==> config.mk <==
export PLATFORM = sky130hd
export DESIGN_NAME = divider_8bit_ctrl
export DESIGN_NICKNAME = d
export VERILOG_FILES = /design/src/rtl/divider_8bit_ctrl_pkg.sv /design/src/rtl/subtractor_8bit.sv /design/src/rtl/divider_8bit_ctrl.sv
export SDC_FILE = /design/constraint.sdc
export NUM_CORES = 1
export LEC_CHECK = 0
export CAP_MARGIN = 20
export CORE_ASPECT_RATIO = 1.5
export CORE_MARGIN = 1
export CORE_UTILIZATION = 40
export CTS_CLUSTER_SIZE = 30
export DETAILED_ROUTE_END_ITERATION = 12
export GPL_ROUTABILITY_DRIVEN = 0
export PLACE_DENSITY = 0.61
export SLEW_MARGIN = 20
export SYNTH_ARGS = -nofsm -noshare
export SYNTH_HDL_FRONTEND = slang
export SYNTH_SLANG_ARGS = --single-unit
export TNS_END_PERCENT = 1
==> constraint.sdc <==
create_clock -name clk -period 5.75 [get_ports clk]
set_input_delay 1.725 -clock clk [delete_from_list [all_inputs] [get_ports clk]]
set_output_delay 1.725 -clock clk [all_outputs]
set_load 0.03 [all_outputs]
==> src/rtl/divider_8bit_ctrl_pkg.sv <==
// Shared definitions for the multi-cycle restoring divider.
// Holds the FSM state encoding, default operand/counter widths and the
// quotient value reported when the divisor is zero.
package divider_8bit_ctrl_pkg;

  localparam int WIDTH_DEF = 8;
  localparam int CNT_W_DEF = 4;

  // Quotient reported for a division by zero (all ones).
  localparam logic [7:0] DBZ_QUOTIENT = 8'hFF;

  typedef enum logic [1:0] {
    IDLE     = 2'd0,
    LOAD_CHK = 2'd1,
    RUN      = 2'd2,
    DONE     = 2'd3
  } state_e;

endpackage

==> src/rtl/subtractor_8bit.sv <==
// 8-bit ripple subtractor: diff = a - b, computed as a + ~b + carry_i.
// Latency: combinational. Backpressure: none.
// Ports: a_i/b_i operands, carry_i = 1 for a plain subtract,
//        diff_o result, carry_o = 1 when no borrow occurred (a >= b).
module subtractor_8bit (
  input  logic [7:0] a_i,
  input  logic [7:0] b_i,
  input  logic       carry_i,
  output logic [7:0] diff_o,
  output logic       carry_o
);

  assign {carry_o, diff_o} = {1'b0, a_i} + {1'b0, ~b_i} + {8'b0, carry_i};

endmodule

==> src/rtl/divider_8bit_ctrl.sv <==
// Multi-cycle unsigned 8-bit restoring divider, one trial subtraction per clock.
// Latency: done pulses 10 cycles after an accepted start (2 for divide by zero).
// Backpressure: start is only sampled in IDLE; busy is high in LOAD_CHK/RUN.
// Ports: clk, reset (sync, active-high), start, dividend, divisor in;
//        busy, done (1-cycle pulse), quotient, remainder, div_by_zero out.
//        Results are held until the next accepted start completes.
module divider_8bit_ctrl
  import divider_8bit_ctrl_pkg::*;
#(
  parameter int WIDTH = WIDTH_DEF,
  parameter int CNT_W = CNT_W_DEF
) (
  input  logic             clk,
  input  logic             reset,
  input  logic             start,
  input  logic [WIDTH-1:0] dividend,
  input  logic [WIDTH-1:0] divisor,
  output logic             busy,
  output logic             done,
  output logic [WIDTH-1:0] quotient,
  output logic [WIDTH-1:0] remainder,
  output logic             div_by_zero
);

  if (WIDTH != 8) begin : g_bad_width
    $error("divider_8bit_ctrl: only WIDTH = 8 is supported");
  end
  if ((1 << CNT_W) <= WIDTH) begin : g_bad_cnt_w
    $error("divider_8bit_ctrl: CNT_W too narrow to count WIDTH steps");
  end

  state_e           state_q, state_d;
  logic [WIDTH-1:0] q_q, q_d;      // dividend shifting out, quotient bits shifting in
  logic [WIDTH-1:0] d_q, d_d;      // captured divisor
  logic [WIDTH-1:0] r_q, r_d;      // partial remainder
  logic [CNT_W-1:0] cnt_q, cnt_d;
  logic             dbz_q, dbz_d;  // internal flag, published only in DONE
  logic [WIDTH-1:0] quotient_q, quotient_d;
  logic [WIDTH-1:0] remainder_q, remainder_d;
  logic             div_by_zero_q, div_by_zero_d;
  logic             done_q, done_d;

  // Trial value: partial remainder with the next dividend bit shifted in.
  logic [WIDTH:0]   trial;
  logic [WIDTH-1:0] sub_diff;
  logic             sub_no_borrow;
  logic             step_ok;

  assign trial = {r_q, q_q[WIDTH-1]};

  subtractor_8bit u_sub (
    .a_i     (trial[WIDTH-1:0]),
    .b_i     (d_q),
    .carry_i (1'b1),
    .diff_o  (sub_diff),
    .carry_o (sub_no_borrow)
  );

  // A set ninth bit means trial > 255 >= D, so the subtraction always fits;
  // the low 8 bits of the wrapped difference are then the correct remainder.
  assign step_ok = trial[WIDTH] | sub_no_borrow;

  always_comb begin
    state_d       = state_q;
    q_d           = q_q;
    d_d           = d_q;
    r_d           = r_q;
    cnt_d         = cnt_q;
    dbz_d         = dbz_q;
    quotient_d    = quotient_q;
    remainder_d   = remainder_q;
    div_by_zero_d = div_by_zero_q;
    done_d        = 1'b0;

    unique case (state_q)
      IDLE: begin
        if (start) begin
          q_d     = dividend;
          d_d     = divisor;
          r_d     = '0;
          cnt_d   = '0;
          state_d = LOAD_CHK;
        end
      end
      LOAD_CHK: begin
        if (d_q == '0) begin
          // Remainder takes the untouched dividend still sitting in Q.
          r_d     = q_q;
          q_d     = DBZ_QUOTIENT;
          dbz_d   = 1'b1;
          state_d = DONE;
        end else begin
          dbz_d   = 1'b0;
          state_d = RUN;
        end
      end
      RUN: begin
        q_d   = {q_q[WIDTH-2:0], step_ok};
        r_d   = step_ok ? sub_diff : trial[WIDTH-1:0];
        cnt_d = cnt_q + CNT_W'(1);
        if (cnt_q == CNT_W'(WIDTH - 1)) begin
          state_d = DONE;
        end
      end
      DONE: begin
        quotient_d    = q_q;
        remainder_d   = r_q;
        div_by_zero_d = dbz_q;
        done_d        = 1'b1;
        state_d       = IDLE;
      end
      default: state_d = IDLE;
    endcase
  end

  always_ff @(posedge clk) begin
    if (reset) begin
      state_q       <= IDLE;
      q_q           <= '0;
      d_q           <= '0;
      r_q           <= '0;
      cnt_q         <= '0;
      dbz_q         <= 1'b0;
      quotient_q    <= '0;
      remainder_q   <= '0;
      div_by_zero_q <= 1'b0;
      done_q        <= 1'b0;
    end else begin
      state_q       <= state_d;
      q_q           <= q_d;
      d_q           <= d_d;
      r_q           <= r_d;
      cnt_q         <= cnt_d;
      dbz_q         <= dbz_d;
      quotient_q    <= quotient_d;
      remainder_q   <= remainder_d;
      div_by_zero_q <= div_by_zero_d;
      done_q        <= done_d;
    end
  end

  assign busy        = (state_q == LOAD_CHK) || (state_q == RUN);
  assign done        = done_q;
  assign quotient    = quotient_q;
  assign remainder   = remainder_q;
  assign div_by_zero = div_by_zero_q;

endmodule

==> reports/qor.yml <==
use_met2: 0.294
synth_top_family_by_area: "compound AO/OA/AOI/OAI gates"
post_cts_resized: 0
synthXorXnorAreaFrac: 0.0175
synth_warnings: 0
cp-end-kind: "output pin"
arrival_ps: 2230
syn_nets: 325
grt_setup_unrepaired: "no"
cts_htree_levels: 2
use_met3: 0.0359
cts_sinks: 49
synth.avg_cell_area_um2: 8.58
cts_tree: "done"
max_slew.worst_pin.slew_ps: 970
grt-ovfl-total: 0
rrSetupSlack_ps: 2860
synth_mux_area_frac: 0.0799
vdd_drop_max_mv: 0.193
row_count: 35
core_area_um2: 6090
max_clock_freq_ghz: 0.253
synth_compound_area_frac: 0.201
post_drt_wl_per_cell_um: 13.7
cp.required_ps: 4030
ant_nets: 0
synth.area.top_cells: "dfxtp_1, mux2i_1, a21oi_1"
combPwrFrac: 0.491
vias: 2083
numPortBuffers: 37
drt_iter0_drc: 85
synth-simple-area-share: 0.186
fillers: 612
swShare: 0.430
r2r_cells: 10
grt_use_total: 0.177
grt_first_pass_wirelength_um: 8960
die_h_um: 98.9
final_nets: 355
rr_startpoint: "q_q[7]"
crit_cells: 3
fin_skew_ps: 4.88
synth_fa_ha_area_frac: 0.0729
pwr-share-seq: 0.350
switchingPower_mw: 0.533
synth_edf_count: 0
syn_area_um2: 2500
hold_buffers: 0
synth_top_area_frac: 0.392
fin_area_um2: 2990
numCtsBuffers: 5
synth.most_common_cell: "dfxtp_1"
area.growth.synth_to_final_pct: 19.3
yosys.cell_types.count: 42
post-cts-setup-buffers: 0
crit_chain: "inv_1 > ha_1 > clkdlybuf4s50_1"
fin_crit_sh: 0.688
startpoint: "state_q[0]"
grt_pass1_vias: 1922
cap_violations: 0
io_pins: 38
cellPowerDensity_nw_per_um2: 415
r2r_end: "q_q[0]"
synth_cells: 292
p_clk_frac: 0.159
via_per_inst: 5.25
place_area_um2: 2910
hold_start: "dbz_q"
cts_buffer_depth: 2
root_buffer: "clkbuf_8"
power.internal_mw: 0.707
dieArea_um2: 6590
firstDrtPassIters: 4
slew_headroom: 0.351
clock_latency_ps: 300
clkTransAtPathRegs_ps: 90
ys_seq_area_frac: 0.392
hold_viol: 0
drc: 0
routed_wirelength_um: 5440
place_hpwl_um: 3820
yosysTopAreaCell: "dfxtp_1"
cellLeakagePower_nw: 1.06
crit_buf_inv: 2
grt_max_degree: 49
critical_path.endpoint: "busy"
use_met1: 0.219
die_width_um: 66.6
path_class: "register to output pin"
drive_above_1_share: 0.0464
start_kind: "register"
hold_class: "register to register"
antenna_cells: 0
path_max_fanout: 19
ys.flop_type: "dfxtp_1"
path_delay_family: "buffers and inverters"
status: "complete, no violations"
final-setup-viol-count: 0
ys_seq_elements: 49
fin_crit_ps: 3960
antenna_found_initial: 0
async_flop_share: 0
start_util: 0.412
slew_violations: 0
crit_path_max_incr_delay_ps: 780
synthTopCellsByCount: "dfxtp_1, a21oi_1, nand2_1, nor2_1, mux2i_1"
tns_ps: 0
crit_slowest_cell: "clkdlybuf4s50_1"
busiest_layer: "met2"
-- metrics by stage --
stage               utilization  power [mW]  setup WS (ps)  hold WS (ps)  cells
floorplan                     -       0.936           3070           450    292
global placement          0.477        1.04           2160           466    389
detailed placement        0.477        1.05           2120           477    389
CTS                       0.491        1.25           1780           489    397
global route              0.491        1.34           1680           502    397
finish                    0.491        1.24           1790           487    397
-- cell type report --
class                   count  area [µm²]  share of cell area
inverters                  11        41.3              0.0138
well taps                  74        92.6              0.0310
repair buffers             40         393               0.131
clock buffers               6        72.6              0.0243
flip-flops and latches     49         981               0.328
clock inverters             2        10.0             0.00335
multi-input cells         215        1400               0.468
-- worst min-delay path, delay by kind of cell (launching register included) --
family             cells  cell delay (ps)
DFF                    1              320
AOI/OAI and AO/OA      1               60
and+or+nand+nor        1               60
-- power by group through the flow --
stage          Combinational (mW)  Sequential (mW)  Clock (mW)
6_report                    0.609            0.434       0.197
5_1_grt                     0.684            0.440       0.215
4_1_cts                     0.611            0.434       0.206
3_5_place_dp                0.608            0.442           0
3_3_place_gp                0.603            0.441           0
2_1_floorplan               0.503            0.433           0
-- state kept, by name, summed over array words and instances (netlist names) --
| register | count |
|---|---|
| dbz_q | 1 |
| quotient | 8 |
| cnt_q | 4 |
| done | 1 |
| remainder | 8 |
| div_by_zero | 1 |
| r_q | 8 |
| q_q | 8 |
| state_q | 2 |
| d_q | 8 |
-- cells in the final DEF, fill, tap and decap left out, types with 3 or more instances in the layout --
cell,n
a21oi_1,36
a31oi_1,6
buf_4,3
clkbuf_8,5
clkdlybuf4s50_1,37
dfxtp_1,49
ha_1,13
inv_1,11
mux2i_1,20
nand2_1,32
nand2b_1,3
nand3_1,10
nor2_1,31
nor2b_1,5
nor3_1,4
nor3b_1,6
o211ai_1,8
o21ai_0,3
o21ai_1,8
xor2_1,3
-- metal layers --
layer  vias to the layer above  routed length, µm
li1                       1090                  -
met3                         7                160
met5                         -                  0
met4                         0                106
met1                       947               2500
met2                        39               2660
-- kinds of logic (layout without fill, tap and decap cells) --
family	count (synthesis)	in the layout
fa+ha+maj	14	14
flops	49	49
buf+inv	28	59
xor+xnor	5	5
mux	20	20
compound gates	80	80
simple gates	96	96
-- worst min-delay path by stage --
| stage | endpoint | slack, ps | cells after the start |
|---|---|---|---|
| after floorplan | dbz_q | 450 | 2 |
| after global placement | dbz_q | 470 | 2 |
| after CTS | dbz_q | 490 | 2 |
| after global routing | dbz_q | 500 | 2 |
| final | dbz_q | 490 | 2 |
| after detailed placement | dbz_q | 480 | 2 |
Note: power is estimated with default switching activity, not from simulation.
